<file path="config.mk">
export PLATFORM = sky130hd
export DESIGN_NAME = shape_render_ctrl
export DESIGN_NICKNAME = d
export VERILOG_FILES = /design/src/rtl/shape_render_ctrl_pkg.sv /design/src/rtl/shape_render_ctrl_scan_timing.sv /design/src/rtl/shape_render_ctrl.sv
export SDC_FILE = /design/constraint.sdc
export NUM_CORES = 1
export LEC_CHECK = 0
export CORE_ASPECT_RATIO = 1.25
export CORE_MARGIN = 3
export CORE_UTILIZATION = 55
export DETAILED_ROUTE_END_ITERATION = 10
export PLACE_DENSITY = 0.79
export SETUP_SLACK_MARGIN = 0.05
export SLEW_MARGIN = 20
export SYNTH_ARGS = -nofsm -noshare
export SYNTH_HDL_FRONTEND = slang
export SYNTH_SLANG_ARGS = --single-unit
export TNS_END_PERCENT = 100
</file>
<file path="constraint.sdc">
create_clock -name clk -period 6.7 [get_ports clk]
set_clock_uncertainty 0.1 [all_clocks]
set_input_delay 1.34 -clock clk [delete_from_list [all_inputs] [get_ports clk]]
set_output_delay 1.34 -clock clk [all_outputs]
set_load 0.05 [all_outputs]
</file>
<file path="src/rtl/shape_render_ctrl_pkg.sv">
// Shared types for the tangram renderer: shape parameter payload and shape kinds.
package shape_render_ctrl_pkg;

  // Fixed-point widths: integer pixel coordinates and trig fraction bits
  localparam int unsigned INT_BITS     = 11;
  localparam int unsigned FLOAT_BITS   = 8;
  // sin/cos span [-1.0, +1.0] in signed Q1.FLOAT_BITS
  localparam int unsigned TRIG_BITS    = FLOAT_BITS + 2;
  localparam int unsigned N_SHAPES_MAX = 16;

  typedef enum logic [1:0] {
    TRI = 2'd0,
    SQR = 2'd1,
    PAR = 2'd2
  } shape_ty_e;

  typedef struct packed {
    shape_ty_e                    ty;
    logic        [INT_BITS-1:0]   size;
    logic signed [TRIG_BITS-1:0]  sin;
    logic signed [TRIG_BITS-1:0]  cos;
    logic signed [INT_BITS-1:0]   ix;
    logic signed [INT_BITS-1:0]   iy;
  } shape_param_t;

endpackage

</file>
<file path="src/rtl/shape_render_ctrl_scan_timing.sv">
// Raster scan counters with registered line/frame strobes and visible-area decode.
module shape_render_ctrl_scan_timing #(
  parameter int unsigned H_ACTIVE = 640,
  parameter int unsigned H_TOTAL  = 800,
  parameter int unsigned V_ACTIVE = 480,
  parameter int unsigned V_TOTAL  = 525
) (
  input  logic clk,
  input  logic rst_n,
  output logic o_newframe,
  output logic o_newline,
  output logic o_frame_done,
  output logic o_de_c
);

  localparam int unsigned HW = $clog2(H_TOTAL);
  localparam int unsigned VW = $clog2(V_TOTAL);

  logic [HW-1:0] r_hcnt;
  logic [VW-1:0] r_vcnt;
  logic [HW-1:0] w_hcnt_nxt;
  logic [VW-1:0] w_vcnt_nxt;
  logic          w_h_last;
  logic          w_v_last;
  logic          r_last;
  logic          r_newline;

  // Next counter position; strobes are decoded from it so they align with the counters
  always_comb begin
    w_h_last   = (r_hcnt == HW'(H_TOTAL - 1));
    w_v_last   = (r_vcnt == VW'(V_TOTAL - 1));
    w_hcnt_nxt = w_h_last ? '0 : r_hcnt + HW'(1);
    w_vcnt_nxt = r_vcnt;
    if (w_h_last) begin
      w_vcnt_nxt = w_v_last ? '0 : r_vcnt + VW'(1);
    end
  end

  // Counter and strobe registers
  always_ff @(posedge clk or negedge rst_n) begin
    if (!rst_n) begin
      r_hcnt    <= '0;
      r_vcnt    <= '0;
      r_last    <= 1'b0;
      r_newline <= 1'b0;
    end else begin
      r_hcnt    <= w_hcnt_nxt;
      r_vcnt    <= w_vcnt_nxt;
      r_last    <= (w_hcnt_nxt == HW'(H_TOTAL - 1)) && (w_vcnt_nxt == VW'(V_TOTAL - 1));
      r_newline <= (w_hcnt_nxt == HW'(H_TOTAL - 1)) && (w_vcnt_nxt != VW'(V_TOTAL - 1));
    end
  end

  assign o_newframe   = r_last;
  assign o_frame_done = r_last;
  assign o_newline    = r_newline;
  assign o_de_c       = (32'(r_hcnt) < H_ACTIVE) && (32'(r_vcnt) < V_ACTIVE);

endmodule

</file>
<file path="src/rtl/shape_render_ctrl.sv">
// Sequencer for the render_shape instances: raster strobes, double-buffered
// shape parameter bank with frame-boundary swap, and pixel priority encoder.
module shape_render_ctrl
  import shape_render_ctrl_pkg::*;
#(
  parameter  int unsigned N_SHAPES = 7,
  parameter  int unsigned H_ACTIVE = 640,
  parameter  int unsigned H_TOTAL  = 800,
  parameter  int unsigned V_ACTIVE = 480,
  parameter  int unsigned V_TOTAL  = 525,
  localparam int unsigned IDX_W    = $clog2(N_SHAPES)
) (
  input  logic                         clk,
  input  logic                         rst_n,
  input  logic                         upd_valid,
  output logic                         upd_ready,
  input  logic [IDX_W-1:0]             upd_idx,
  input  shape_param_t                 upd_param,
  input  logic                         upd_commit,
  output logic                         commit_pend,
  output logic                         newframe,
  output logic                         newline,
  output shape_param_t [N_SHAPES-1:0]  shape_param,
  input  logic [N_SHAPES-1:0]          hit,
  output logic                         pix_de,
  output logic                         pix_hit,
  output logic [IDX_W-1:0]             pix_id,
  output logic                         frame_done
);

  logic                        w_newframe;
  logic                        w_newline;
  logic                        w_frame_done;
  logic                        w_de;
  logic                        w_swap;
  logic                        w_wr;
  logic                        r_commit_pend;
  shape_param_t [N_SHAPES-1:0] r_stage;
  shape_param_t [N_SHAPES-1:0] r_active;
  logic [IDX_W-1:0]            w_first_id;
  logic                        r_pix_de;
  logic                        r_pix_hit;
  logic [IDX_W-1:0]            r_pix_id;

  shape_render_ctrl_scan_timing #(
    .H_ACTIVE (H_ACTIVE),
    .H_TOTAL  (H_TOTAL),
    .V_ACTIVE (V_ACTIVE),
    .V_TOTAL  (V_TOTAL)
  ) u_scan (
    .clk          (clk),
    .rst_n        (rst_n),
    .o_newframe   (w_newframe),
    .o_newline    (w_newline),
    .o_frame_done (w_frame_done),
    .o_de_c       (w_de)
  );

  // Swap happens on the frame's last clock; writes are held off in that cycle
  assign w_swap    = w_newframe && r_commit_pend;
  assign upd_ready = !w_swap;
  assign w_wr      = upd_valid && upd_ready && (32'(upd_idx) < N_SHAPES);

  // Commit flag: a commit coincident with a swap re-arms for the following frame
  always_ff @(posedge clk or negedge rst_n) begin
    if (!rst_n) begin
      r_commit_pend <= 1'b0;
    end else if (upd_commit) begin
      r_commit_pend <= 1'b1;
    end else if (w_swap) begin
      r_commit_pend <= 1'b0;
    end
  end

  // Staging and active banks; staging persists across swaps
  always_ff @(posedge clk or negedge rst_n) begin
    if (!rst_n) begin
      r_stage  <= '0;
      r_active <= '0;
    end else begin
      if (w_wr) begin
        r_stage[upd_idx] <= upd_param;
      end
      if (w_swap) begin
        r_active <= r_stage;
      end
    end
  end

  // Lowest-index hit wins
  always_comb begin
    w_first_id = '0;
    for (int i = N_SHAPES - 1; i >= 0; i--) begin
      if (hit[i]) begin
        w_first_id = IDX_W'(i);
      end
    end
  end

  // Pixel pipeline, one cycle behind the counters
  always_ff @(posedge clk or negedge rst_n) begin
    if (!rst_n) begin
      r_pix_de  <= 1'b0;
      r_pix_hit <= 1'b0;
      r_pix_id  <= '0;
    end else begin
      r_pix_de  <= w_de;
      r_pix_hit <= w_de && (|hit);
      r_pix_id  <= w_de ? w_first_id : '0;
    end
  end

  assign commit_pend = r_commit_pend;
  assign newframe    = w_newframe;
  assign newline     = w_newline;
  assign frame_done  = w_frame_done;
  assign shape_param = r_active;
  assign pix_de      = r_pix_de;
  assign pix_hit     = r_pix_hit;
  assign pix_id      = r_pix_id;

endmodule

</file>
==> flow_summary.ini <==
[drt]
wirelength_um = 77600
vias_per_cell = 5.42
ant_nets = 0
drt_pass1_iterations = 5
drt_drc_violations_left = 0
first_iter_violations = 1809
num_vias = 20700
wire_per_inst_um = 20.3

[cts]
clk_latency_ns = 0.61
cts_tree = yes
cts_buffer_depth = 3
cts_hold_buffers = 0
cts_htree_levels = 3
cts.sinks = 798
cts_root_buffer = clkbuf_16
cts.repair.resized = 0
cts_buffers = 75
postCtsSetupBuffers = 0
path_clk_slew_ns = 0.07

[setup_path]
cp.depth = 3
worstPathArrival_ns = 2.98
critPathCaptureType = primary output
worst_path_largest_cell_delay_ns = 0.94
critPathKind = flop to primary output
crit_chain = and2_4, inv_8, clkdlybuf4s50_1
crit_path_start_kind = flop
crit_required_ns = 5.26
r2r_cells = 6
crit_slowest_cell = clkdlybuf4s50_1
critPathBufInv = 2
crit_family = buffers and inverters
cp_max_fo = 118

[yosys]
yosys_warnings = 0
synth.area.mux_share = 0.146
synth_edf_count = 0
ys_seq_area_frac = 0.665
syn_area_mm2 = 0.0300
async_flop_share = 1.00
synthAdderAreaFrac = 0.00167
synthSimpleGateAreaFrac = 0.159
synth-xor-area-share = 0.00350
synth_top_family_by_area = simple AND/OR/NAND/NOR gates
yosys_most_used_dff = dfrtp_1
synth_compound_area_frac = 0.00646
syn_inst = 2607
ys_types = 49
ys_ff_latch = 798
synth.avg_cell_area_um2 = 11.5
syn_nets = 2680

[global_routing]
grt.total_usage = 0.269
grt.overflow.total = 0
grt_max_degree = 166
antenna_found_initial = 0
grt_pass1_wl_um = 121000
grt_pass1_vias = 21800

[layout]
diodes = 0
drive_gt1_frac = 0.175
nets = 3107
area_delta_synth_final_pct = 26.1

[die]
ios = 464
rows = 95
core_mm2 = 0.0538
die_h_um = 267
initial_core_util = 0.558
fp.dieW_um = 215
dieArea_mm2 = 0.0575

[timing]
whs_ns = 0.356
rsz0062_at_grt = no
finalHoldViolCount = 0
fmax_mhz = 226
fin_setup_tns_ns = 0
setup_viol = 0
slew_headroom = 0.272
tightest_slew_ns = 1.09
final.setup.worst_slack_ns = 2.28
fin_crit_sh = 0.660
final_max_slew_viol_count = 0
final_period_minus_worst_setup_slack_ns = 4.42

[power_and_ir_drop]
ir_worst_vdd_uv = 246
power_density_mw_per_mm2 = 284
p_leak_nw = 18.5
finalPower_mw = 10.7

[run]
maxCapViolCount = 0

[place]
dp_hpwl_um = 48300
gp_congestion = 0.793
dp_slack_ns = 2.54
numPortBuffers = 463

[run_status]
outcome = finished clean

[min_path]
whs_path_depth = 2
hold_path.class = flop to flop
power breakdown:
part | leakage [nW] | internal, mW | switching, mW
logic | 6.89 | 0.440 | 0.313
registers | 10.4 | 5.33 | 0.276
clock network | 1.26 | 2.58 | 1.80
cell usage after synthesis, drive strengths merged, types with 3 or more instances:
cell type | number | area [µm²]
nand2 | 1171 | 4400
dfrtp | 798 | 20000
mux2 | 387 | 4360
clkbuf | 98 | 368
buf | 33 | 165
nor2 | 17 | 63.8
inv | 9 | 33.8
nand3 | 9 | 45.0
o21ai | 8 | 40.0
a21oi | 7 | 35.0
nand4 | 7 | 43.8
nor3 | 6 | 35.0
xnor2 | 6 | 52.6
xor2 | 6 | 52.6
and3 | 5 | 31.3
ha | 4 | 50.1
nor4 | 3 | 25.0
cell families (layout without fill, tap and decap cells):
logic type | after synthesis | count (layout)
compound gates | 30 | 30
xor+xnor | 12 | 12
fa+ha+maj | 4 | 4
buf+inv | 140 | 622
flops | 798 | 798
mux | 389 | 389
simple gates | 1234 | 1234
layout make-up:
class	instances	area (µm²)
clock buffers	103	2200
clock inverters	29	345
fillers	3672	16000
inverters	9	41.3
multi-input cells	1669	9550
flip-flops and latches	798	20000
well taps	727	910
repair buffers	481	4840
per-layer routing:
layer  GRT usage  vias up  wire, µm
met5           0        -         0
met4       0.121        0      3200
met3      0.0534      176      4830
met2       0.472      735     40000
met1       0.324    10600     29600
li1            -     9200         -
worst reg2reg max path, cell delays in order (launching register included):
cell and delay (ns):
dfrtp_1 0.43, and2_4 0.40, inv_8 0.61, nand2_1 0.13, nor2_1 0.37, nand3_4 0.80, mux2_2 0.66
state kept, by name, indices dropped and copies added, names as in the netlist, 3 cells and up:
name,count
pix_id,3
shape_param,385
r_stage,385
u_scan.r_hcnt,10
u_scan.r_vcnt,10
path summary, 6_finish.rpt:
check | slack, ns | startpoint | end
max | 2.28 | u_scan.o_frame_done$_DFF_PN0_ | upd_ready
min reg2reg | 0.36 | r_stage[382]$_DFFE_PN0P_ | shape_param[382]$_DFFE_PN0P_
min in group asynchronous | 0.70 | rst_n | shape_param[143]$_DFFE_PN0P_
max in group asynchronous | 4.37 | rst_n | r_stage[186]$_DFFE_PN0P_
min | 0.36 | r_stage[382]$_DFFE_PN0P_ | shape_param[382]$_DFFE_PN0P_
max reg2reg | 3.08 | u_scan.o_frame_done$_DFF_PN0_ | r_stage[370]$_DFFE_PN0P_
metrics by stage:
| stage | area [µm²] | cells | utilization |
|---|---|---|---|
| 2_1_floorplan | 30000 | 2607 | - |
| 3_3_place_gp | 35300 | 3684 | 0.656 |
| 3_5_place_dp | 35300 | 3684 | 0.656 |
| 4_1_cts | 37900 | 3816 | 0.703 |
| 5_1_grt | 37900 | 3816 | 0.703 |
| 6_report | 37900 | 3816 | 0.703 |
layout by cell type, fill, tap and decap left out, types with 4 or more instances in the layout:
cell and instances:
a21oi_1 7, and3_1 5, buf_12 5, buf_4 11, bufinv_16 7, clkbuf_1 8, clkbuf_16 77, clkbuf_8 18
clkdlybuf4s50_1 462, clkinv_2 14, clkinvlp_4 4, dfrtp_1 798, ha_1 4, inv_1 8, mux2_2 387, nand2_1 1169
nand3_1 8, nand4_1 7, nor2_1 17, nor3_1 5, o21ai_0 8, xnor2_1 6, xor2_1 6
(Power assumes the default switching activity.)
